**config.mk**
```make
export PLATFORM = sky130hd
export DESIGN_NAME = fpu_rr_sched
export DESIGN_NICKNAME = d
export VERILOG_FILES = /design/src/rtl/fpu_sched_pkg.sv /design/src/rtl/rr_arb2.sv /design/src/rtl/fpu_rr_sched.sv
export SDC_FILE = /design/constraint.sdc
export NUM_CORES = 1
export LEC_CHECK = 0
export CAP_MARGIN = 20
export CORE_MARGIN = 5
export CORE_UTILIZATION = 39
export CTS_CLUSTER_SIZE = 28
export DETAILED_ROUTE_END_ITERATION = 7
export PLACE_DENSITY = 0.78
export SLEW_MARGIN = 40
export SYNTH_ARGS = -nofsm -noshare
export SYNTH_HDL_FRONTEND = slang
export SYNTH_SLANG_ARGS = --single-unit
```
**constraint.sdc**
```tcl
create_clock -name clock -period 2.9 [get_ports clock]
set_clock_uncertainty 0.2 [all_clocks]
set_input_delay 0.58 -clock clock [delete_from_list [all_inputs] [get_ports clock]]
set_output_delay 0.58 -clock clock [all_outputs]
set_load 0.01 [all_outputs]
```
**src/rtl/fpu_sched_pkg.sv**
```systemverilog
// Shared widths and FSM state encoding for the two-requester FPU scheduler.
package fpu_sched_pkg;

  localparam int FPU_W = 16;
  localparam int OP_W  = 4;
  localparam int NREQ  = 2;

  typedef enum logic [1:0] {
    IDLE,
    ISSUE,
    RESP
  } state_e;

endpackage

```
**src/rtl/rr_arb2.sv**
```systemverilog
// Two-way round-robin pick: on a tie, the requester not granted last wins.
module rr_arb2
  import fpu_sched_pkg::*;
(
  input  logic [NREQ-1:0] valid_i,
  input  logic            last_i,
  output logic [NREQ-1:0] grant_o
);

  always_comb begin
    grant_o = '0;
    case (valid_i)
      2'b01:   grant_o = 2'b01;
      2'b10:   grant_o = 2'b10;
      2'b11:   grant_o = last_i ? 2'b01 : 2'b10;
      default: grant_o = '0;
    endcase
  end

endmodule

```
**src/rtl/fpu_rr_sched.sv**
```systemverilog
// Shares one FPU between two requesters: round-robin accept, hold operands for
// FPU_LAT cycles, then present the result to the owner until it is taken.
module fpu_rr_sched
  import fpu_sched_pkg::*;
#(
  parameter int unsigned FPU_LAT = 1
) (
  input  logic                       clock,
  input  logic                       reset,
  input  logic [NREQ-1:0]            req_valid,
  output logic [NREQ-1:0]            req_ready,
  input  logic [NREQ-1:0][FPU_W-1:0] req_a,
  input  logic [NREQ-1:0][FPU_W-1:0] req_b,
  input  logic [NREQ-1:0][OP_W-1:0]  req_op,
  output logic [NREQ-1:0]            rsp_valid,
  input  logic [NREQ-1:0]            rsp_ready,
  output logic [FPU_W-1:0]           rsp_y,
  output logic [FPU_W-1:0]           fpu_a,
  output logic [FPU_W-1:0]           fpu_b,
  output logic [OP_W-1:0]            fpu_sel,
  input  logic [FPU_W-1:0]           fpu_y,
  output logic                       busy
);

  localparam logic [1:0] LAT_M1 = 2'(FPU_LAT - 1);

  state_e           state_q, state_d;
  logic             last_q, last_d;
  logic             owner_q, owner_d;
  logic [FPU_W-1:0] a_q, a_d;
  logic [FPU_W-1:0] b_q, b_d;
  logic [OP_W-1:0]  op_q, op_d;
  logic [FPU_W-1:0] res_q, res_d;
  logic [1:0]       cnt_q, cnt_d;
  logic [NREQ-1:0]  grant;

  rr_arb2 u_arb (
    .valid_i (req_valid),
    .last_i  (last_q),
    .grant_o (grant)
  );

  always_comb begin
    state_d   = state_q;
    last_d    = last_q;
    owner_d   = owner_q;
    a_d       = a_q;
    b_d       = b_q;
    op_d      = op_q;
    res_d     = res_q;
    cnt_d     = cnt_q;
    req_ready = '0;
    rsp_valid = '0;
    case (state_q)
      IDLE: begin
        // grant is already qualified by req_valid, so any grant is an accept
        req_ready = grant;
        if (|grant) begin
          owner_d = grant[1];
          last_d  = grant[1];
          a_d     = req_a[grant[1]];
          b_d     = req_b[grant[1]];
          op_d    = req_op[grant[1]];
          cnt_d   = '0;
          state_d = ISSUE;
        end
      end
      ISSUE: begin
        if (cnt_q == LAT_M1) begin
          res_d   = fpu_y;
          state_d = RESP;
        end else begin
          cnt_d = cnt_q + 2'd1;
        end
      end
      RESP: begin
        rsp_valid[owner_q] = 1'b1;
        if (rsp_ready[owner_q]) state_d = IDLE;
      end
      default: state_d = IDLE;
    endcase
  end

  always_ff @(posedge clock or posedge reset) begin
    if (reset) begin
      state_q <= IDLE;
      last_q  <= 1'b1;
      owner_q <= 1'b0;
      a_q     <= '0;
      b_q     <= '0;
      op_q    <= '0;
      res_q   <= '0;
      cnt_q   <= '0;
    end else begin
      state_q <= state_d;
      last_q  <= last_d;
      owner_q <= owner_d;
      a_q     <= a_d;
      b_q     <= b_d;
      op_q    <= op_d;
      res_q   <= res_d;
      cnt_q   <= cnt_d;
    end
  end

  assign rsp_y   = res_q;
  assign fpu_a   = a_q;
  assign fpu_b   = b_q;
  assign fpu_sel = op_q;
  assign busy    = (state_q != IDLE);

endmodule

```
==> flow_summary.yaml <==
run_status:
  outcome: "complete, no violations"
yosys:
  syn_avg_cell_area_um2: 15.4
  syn_nets: 276
  yosysWarnings: 0
  synth-simple-area-share_pct: 1.97
  synthCells: 181
  yosysUniqueCellTypes: 22
  synthMuxAreaShare_pct: 40.2
  synth-xor-area-share_pct: 0
  synth_top_family_by_area: "multiplexers"
  synth_compound_area_share_pct: 1.84
  syn-cell-area_mm2: 0.00279
  synth-seq-cells: 58
  ys_seq_area_share_pct: 52.0
  synth_adder_area_share_pct: 0.448
worst_setup_path:
  cp_common_cell: "clkdlybuf4s50_1"
  cp_slowest_cell: "clkdlybuf4s50_1"
  critPathTopFamily: "buffers and inverters"
  path_buf_inv: 2
  endpoint_kind: "primary output"
  crit_fanout: 2
  crit_start: "req_valid[1]"
  worst_setup_path_start_kind: "primary input"
  max_stage_delay_ns: 0.55
  worst_r2r_startpoint: "cnt_q[0]"
  regToRegSetupSlack_ns: 0.94
  cp_data_required_time_ns: 2.12
  worstReg2RegEnd: "rsp_y[14]"
  cp_data_arrival_time_ns: 2.02
  reg2regPathDepth: 4
  path_cells: "clkdlybuf4s50_1 > a21bo_2 > nor2_1 > clkdlybuf4s50_1"
  worstSetupPathType: "primary input to primary output"
place:
  gp_congestion: 0.744
  port_buffers: 150
  dpl_worst_slack_ns: 0.0921
  dpl.hpwl_mm: 5.27
floorplan:
  dieArea_mm2: 0.00895
  die_w_um: 94.6
  io_pins: 151
  fp-row-count: 30
  die_h_um: 94.6
  core_area_mm2: 0.00687
  start_util_pct: 40.6
sta:
  finalCritPeriodShare_pct: 96.5
  rsz0062_at_grt: "false"
  period_minus_slack_ns: 2.80
  slew_headroom_pct: 47.8
  whs_ns: 0.282
  drv_slew: 0
  tightest_slew_ns: 0.780
  worst_slack_ns: 0.102
  setup_tns_ns: 0
  timing.final.hold_violations: 0
  max_freq_ghz: 0.357
  setup_viol: 0
clock_network:
  cts_tree: "done"
  clock_latency_ns: 0.32
  cts_buffers: 9
  cts.clk_slew.worst_paths_ns: 0.06
  cts_hold_buf: 0
  clockBufferDepth: 2
  cts.repair.resized: 0
  cts_sinks: 58
  cts.htree.levels: 3
  ctsRootBufferMaster: "clkbuf_8"
  post_cts_buffers: 0
worst_hold_path:
  hold_depth: 1
  hp-class: "flip-flop to flip-flop"
  min_from: "cnt_q[0]"
  whs_endpoint: "cnt_q[0]"
layout:
  final_common_cell: "clkdlybuf4s50_1"
  layout.nets: 434
  area_growth_syn_to_layout_pct: 65.6
  antenna_cells: 0
  drive_gt1_share_pct: 33.4
  layout_common_cells: "clkdlybuf4s50_1 (150), mux2_2 (60), dfrtp_1 (57)"
flow_run:
  maxCapViolCount: 0
global_route:
  grt_use_total_pct: 15.6
  overflow: 0
  grt_pass1_vias: 2271
  grt_pass1_wl_mm: 10.9
  grt_max_degree: 37
  antenna_found_initial: 0
power:
  clkPwrFrac_pct: 17.2
  power.total_mw: 4.37
  powerDensity_mw_per_mm2: 945
  comb_power_share_pct: 50.1
  p_sw_share_pct: 30.3
  leakagePower_nw: 1.96
  intPower_mw: 3.05
  peakVddDrop_mv: 0.504
  pwr-share-seq_pct: 32.7
  power.switching_mw: 1.33
routing:
  viasPerCell: 4.65
  drc: 0
  drt_first_iter_violations: 36
  postRouteAntennaNets: 0
  vias: 2046
  drt-pass1-iter-count: 4
  wl_per_cell_um: 15.6
  wirelength_mm: 6.88
layer usage:
metal / up-vias / global-route usage [%] / routed length (µm)
met4: 0 / 6.01 / 85
met3: 11 / 7.01 / 755
li1: 959 / - / -
met1: 985 / 16.7 / 2600
met2: 91 / 27.0 / 3440
met5: - / 0 / 0
state kept, by name, indices dropped and copies added, names as in the netlist:
| register | count |
|---|---|
| cnt_q | 2 |
| fpu_a | 16 |
| fpu_b | 16 |
| fpu_sel | 4 |
| last_q | 1 |
| owner_q | 1 |
| rsp_y | 16 |
| state_q | 2 |
worst max-delay path by stage:
stage / slack [ns] / end / cells past startpoint
after floorplan: 0.69 / cnt_q[0] / 1
after CTS: 0.09 / req_ready[1] / 4
after global routing: 0.06 / req_ready[1] / 4
after global placement: 0.13 / req_ready[1] / 4
after detailed placement: 0.09 / req_ready[1] / 4
final: 0.10 / req_ready[1] / 4
power groups by stage:
stage,logic (mW),registers [mW],clock network [mW]
2_1_floorplan,0.916,1.61,0
6_report,2.19,1.43,0.752
3_5_place_dp,2.23,1.45,0
4_1_cts,2.24,1.43,0.774
5_1_grt,2.34,1.48,0.812
3_3_place_gp,2.20,1.42,0
synth_stat cells:
| cell type | instances | area, µm² |
|---|---|---|
| or3b_2 | 1 | 8.76 |
| mux2i_1 | 1 | 10.0 |
| dfstp_2 | 1 | 26.3 |
| dfrtp_1 | 57 | 1430 |
| mux2_4 | 29 | 435 |
| nand3b_1 | 1 | 7.51 |
| nor2_1 | 6 | 22.5 |
| buf_6 | 1 | 11.3 |
| a21o_1 | 1 | 7.51 |
| buf_2 | 4 | 20.0 |
| a21bo_1 | 1 | 10.0 |
| inv_1 | 6 | 22.5 |
| mux2_2 | 60 | 676 |
| o22ai_1 | 1 | 6.26 |
| o21ai_0 | 2 | 10.0 |
| nand2_1 | 1 | 3.75 |
| nand2b_1 | 1 | 6.26 |
| a22o_1 | 1 | 8.76 |
| ha_1 | 1 | 12.5 |
| nor2b_1 | 1 | 6.26 |
| buf_8 | 3 | 45.0 |
| o21ai_2 | 1 | 8.76 |
kinds of logic after synthesis:
group / Yosys count
compound gates: 7
fa+ha+maj: 1
buf+inv: 14
simple gates: 11
flops: 58
mux: 90
per-stage QoR:
stage,util (%),std cells,instance area [µm²]
CTS,67.3,440,4620
floorplan,-,181,2790
global route,67.3,440,4620
detailed placement,64.3,424,4420
global placement,64.3,424,4420
finish,67.3,440,4620
cell type report:
type                            instances  area (µm²)
Inverter                                6        22.5
Timing Repair Buffer                  155        1580
Sequential cell                        58        1450
Multi-Input combinational cell        109        1250
Clock buffer                           10         138
Tap cell                               96         120
Clock inverter                          6        66.3
Fill cell                             533        2250
(Power assumes the default switching activity.)
==> edit 1 (config.mk and constraints unchanged) <==
`OP_W`: 4 -> 3.
--- a/src/rtl/fpu_sched_pkg.sv
+++ b/src/rtl/fpu_sched_pkg.sv
@@ -3,5 +3,5 @@
 
   localparam int FPU_W = 16;
-  localparam int OP_W  = 4;
+  localparam int OP_W  = 3;
   localparam int NREQ  = 2;
 
Ports: changed (resized fpu_sel and req_op); port bits go from 151 to 148. The function was not compared with the original's and may differ.
==> edit 1 against the original RTL <==
Die area decreased by 2.0%. Synthesized area decreased by 2.2%. Setup slack improved by 0.0052 ns. Synthesized cell count decreased by 1.7%. Final area decreased by 1.9%. Power decreased by 3.2%. Sequential cell count decreased by 1. Wire length decreased by 2.7%. Critical endpoint unchanged.
==> edit 1: results (changes against the original RTL) <==
* Status: finished clean
* H-tree depth at 3 (unchanged)
* Most frequent cells after synthesis: 58 x mux2_2, 56 x dfrtp_1, 29 x mux2_4
* Num CTS Buffers at 9 (unchanged)
* Worst slew pin tran at 0.620 ns (-0.160 ns)
* Via density per instance at 4.61 (-0.93%)
* Cell depth of the worst min-delay path at 1 (unchanged)
* VDD IR max at 0.587 mV (+16%)
* Pin count of the biggest net entering global routing at 36 (-2.7%)
* Sw Ratio at 29.9% (-0.40 points)
* Post-DP HPWL at 5180 um (-1.7%)
* M1 GR Usage at 16.8% (+0.085 points)
* Hold EP: cnt_q[0]
* Post-DP Area at 4340 um^2 (-1.8%)
* Lkg Pwr at 1.94 nW (-1.1%)
* Clock Power Share at 15.9% (-1.3 points)
* Clk pwr at 0.672 mW (-11%)
* WHS at 0.301 ns (+0.0184 ns)
* Grt met3 use at 5.53% (-1.5 points)
* Seq/Total Area, Yosys at 52.3% (+0.28 points)
* Vias in the first global route at 2151 (-5.3%)
* Mapped Nets at 271 (-1.8%)
* Diodes inserted at 0 (unchanged)
* Synth top area cells: dfrtp_1 51%, mux2_2 24%, mux2_4 16%
* IO buf count at 147 (-2.0%)
* Share of cells above drive strength 1 at 33.3% (-0.097 points)
* R2r endpoint: fpu_b[6]
* Number of distinct library cells after synthesis at 21 (-4.5%)
* Placer Congestion at 0.743 (-0.15%)
* WP data arrival at 2.01 ns
* Hold wc startpoint: cnt_q[0]
* All-layer global routing usage at 15.1% (-0.51 points)
* Worst-path clk slew at 0.06 ns (about the same)
* GR Util met2 at 26.4% (-0.57 points)
* Drt initial violations at 34 (-5.6%)
* Max clock buf depth at 2 (unchanged)
* Top Layer Used: met4
* Ys async rst share at 100% (unchanged)
* Nets at 427 (-1.6%)
* Met3 routed WL at 631 um (-16%)
* Post-Route WL at 6690 um (-2.7%)
* Wl on met1 at 2530 um (-2.8%)
* Post-place setup slack at 0.0948 ns (+0.00262 ns)
* Cell chosen for the clock root: clkbuf_8
* Final WS setup at 0.107 ns (+0.00517 ns)
* FF-to-FF setup slack at 0.96 ns (+0.02 ns)
* Syn Inst Count at 178 (-1.7%)
* Fill cells at 519 (-2.6%)
* Placed cells at 418 (-1.4%)
* Met2 WL at 3420 um (-0.49%)
* Global-route wire length before repair at 10300 um (-4.8%)
* Reg2reg start: last_q
* Combinational share of power at 50.9% (+0.8 points)
* Crit path launch: req_valid[1]
* Cts repair resizes at 0 (unchanged)
* Wire per inst at 15.4 um (-1.6%)
## edit 1: changes by cell type in the layout (fill, tap and decap cells not counted), sizes merged
cell / change
buf: +1
bufinv: -1
clkbuf: +3
clkdlybuf4s50: -3
clkinv: +1
clkinvlp: -3
dfrtp: -1
mux2: -2
## edit 1: critical path, stage by stage
cell and delay [ns]:
clkdlybuf4s50_1 0.48, a21bo_2 0.26, nor2_1 0.14, clkdlybuf4s50_1 0.55
## edit 1: cell type report
cell class / instances / area (um^2) / share of cell area, %
clock buffer: 13 / 169 / 3.73
inverter: 6 / 22.5 / 0.497
tap: 96 / 120 / 2.65
multi-input combinational: 107 / 1220 / 27.0
clock inverter: 3 / 15.0 / 0.331
sequential: 57 / 1430 / 31.5
timing repair buffer: 153 / 1550 / 34.3
## edit 1: kinds of logic after synthesis
logic type                 count (synthesis)  synth area share, %
and+or+nand+nor                           11                 2.02
AOI/OAI and AO/OA                          7                 1.74
DFF                                       57                 52.3
buffers and inverters                     14                 3.21
muxes                                     88                 40.3
adders and majority gates                  1                0.458
==> edit 2 (same settings) <==
Made on the original files. Take the reset off `a_q`, `b_q`, `op_q` and `res_q` and load them in a clocked block of their own.
--- a/src/rtl/fpu_rr_sched.sv
+++ b/src/rtl/fpu_rr_sched.sv
@@ -87,8 +87,4 @@
       last_q  <= 1'b1;
       owner_q <= 1'b0;
-      a_q     <= '0;
-      b_q     <= '0;
-      op_q    <= '0;
-      res_q   <= '0;
       cnt_q   <= '0;
     end else begin
@@ -96,10 +92,13 @@
       last_q  <= last_d;
       owner_q <= owner_d;
-      a_q     <= a_d;
-      b_q     <= b_d;
-      op_q    <= op_d;
-      res_q   <= res_d;
       cnt_q   <= cnt_d;
     end
+  end
+
+  always_ff @(posedge clock) begin
+    a_q   <= a_d;
+    b_q   <= b_d;
+    op_q  <= op_d;
+    res_q <= res_d;
   end
 
Formal check against the unedited RTL: not equivalent (Yosys sat finds a counterexample within 4 cycles, from zero or initial values and one cycle with reset high).
==> edit 2 against the original RTL <==
Setup slack gained 0.024 ns. Final cell count shrank 15%. Power shrank 29%. Highest routed layer unchanged. Critical path type unchanged. Via count shrank 16%. Synthesized area shrank 11%. Sequential cell count is the same. Hold slack lost 0.0091 ns. Clock power shrank 20%. Final area shrank 8.8%. Global-route usage grew 0.16 points. Critical path depth is the same. Wire length shrank 7.4%.
==> edit 2: results (changes against the original RTL) <==
* VDD IR max at 0.462 mV (-8.3%)
* Power Density at 736 nW/um^2 (-22%)
* Met3 routed WL at 486 um (-36%)
* Drt initial violations at 63 (+75%)
* Wl on met1 at 2310 um (-11%)
* Post-synthesis compound-gate area fraction at 3.21% (+1.4 points)
* M1 GR Usage at 16.6% (-0.018 points)
* GR Util met2 at 28.2% (+1.2 points)
* Nets at 386 (-11%)
* CP max stage delay at 0.53 ns (-0.02 ns)
* Post-DP Area at 4060 um^2 (-8.0%)
* Via density per instance at 4.62 (-0.60%)
* Final Non-Filler Cells at 373 (-15%)
* Post-DP HPWL at 5130 um (-2.7%)
* Synthesized area per cell at 19.3 um^2 (+25%)
* Placer Congestion at 0.759 (+2.0%)
* Seq/Total Area, Yosys at 68.8% (+17 points)
* Post-place setup slack at 0.129 ns (+0.0370 ns)
* Placed cells at 357 (-16%)
* Vias in the first global route at 1800 (-21%)
* Ys async rst share at 10.3% (-90 points)
* Synth top area cells: edfxtp_1 63%, mux2_4 18%, dfrtp_1 5.0%
* Status: finished clean
* Mapped Nets at 224 (-19%)
* Share of cells above drive strength 1 at 20.3% (-13 points)
* Most frequent cells after synthesis: 52 x edfxtp_1, 30 x mux2_4, 8 x mux2_2
* All-layer global routing usage at 15.8% (+0.16 points)
* EDFF count, synth at 52 (+52)
* Fill cells at 440 (-17%)
* Worst slew pin tran at 0.617 ns (-0.163 ns)
edit 2: worst paths after layout:
check | endpoint | slack (ns) | depth (start not counted) | from
max in group asynchronous | last_q | 1.97 | 2 | reset
hold / removal | state_q[0] | 0.27 | 2 | reset
hold reg to reg | cnt_q[0] | 0.33 | 1 | cnt_q[0]
setup reg to reg | fpu_sel[2] | 1.00 | 3 | last_q
min in group clock | cnt_q[0] | 0.33 | 1 | cnt_q[0]
setup / recovery | req_ready[1] | 0.13 | 4 | req_valid[0]
edit 2: cell type report:
type,instances,share of cell area (%)
Tap cell,77,2.28
Sequential cell,58,40.6
Clock inverter,4,0.445
Timing Repair Buffer,155,36.5
Multi-Input combinational cell,61,16.4
Inverter,6,0.534
Clock buffer,12,3.20
edit 2: power by group:
part | internal (mW) | total (mW) | switching, mW
Clock | 0.303 | 0.601 | 0.298
Combinational | 0.670 | 1.16 | 0.488
Sequential | 1.25 | 1.35 | 0.0938
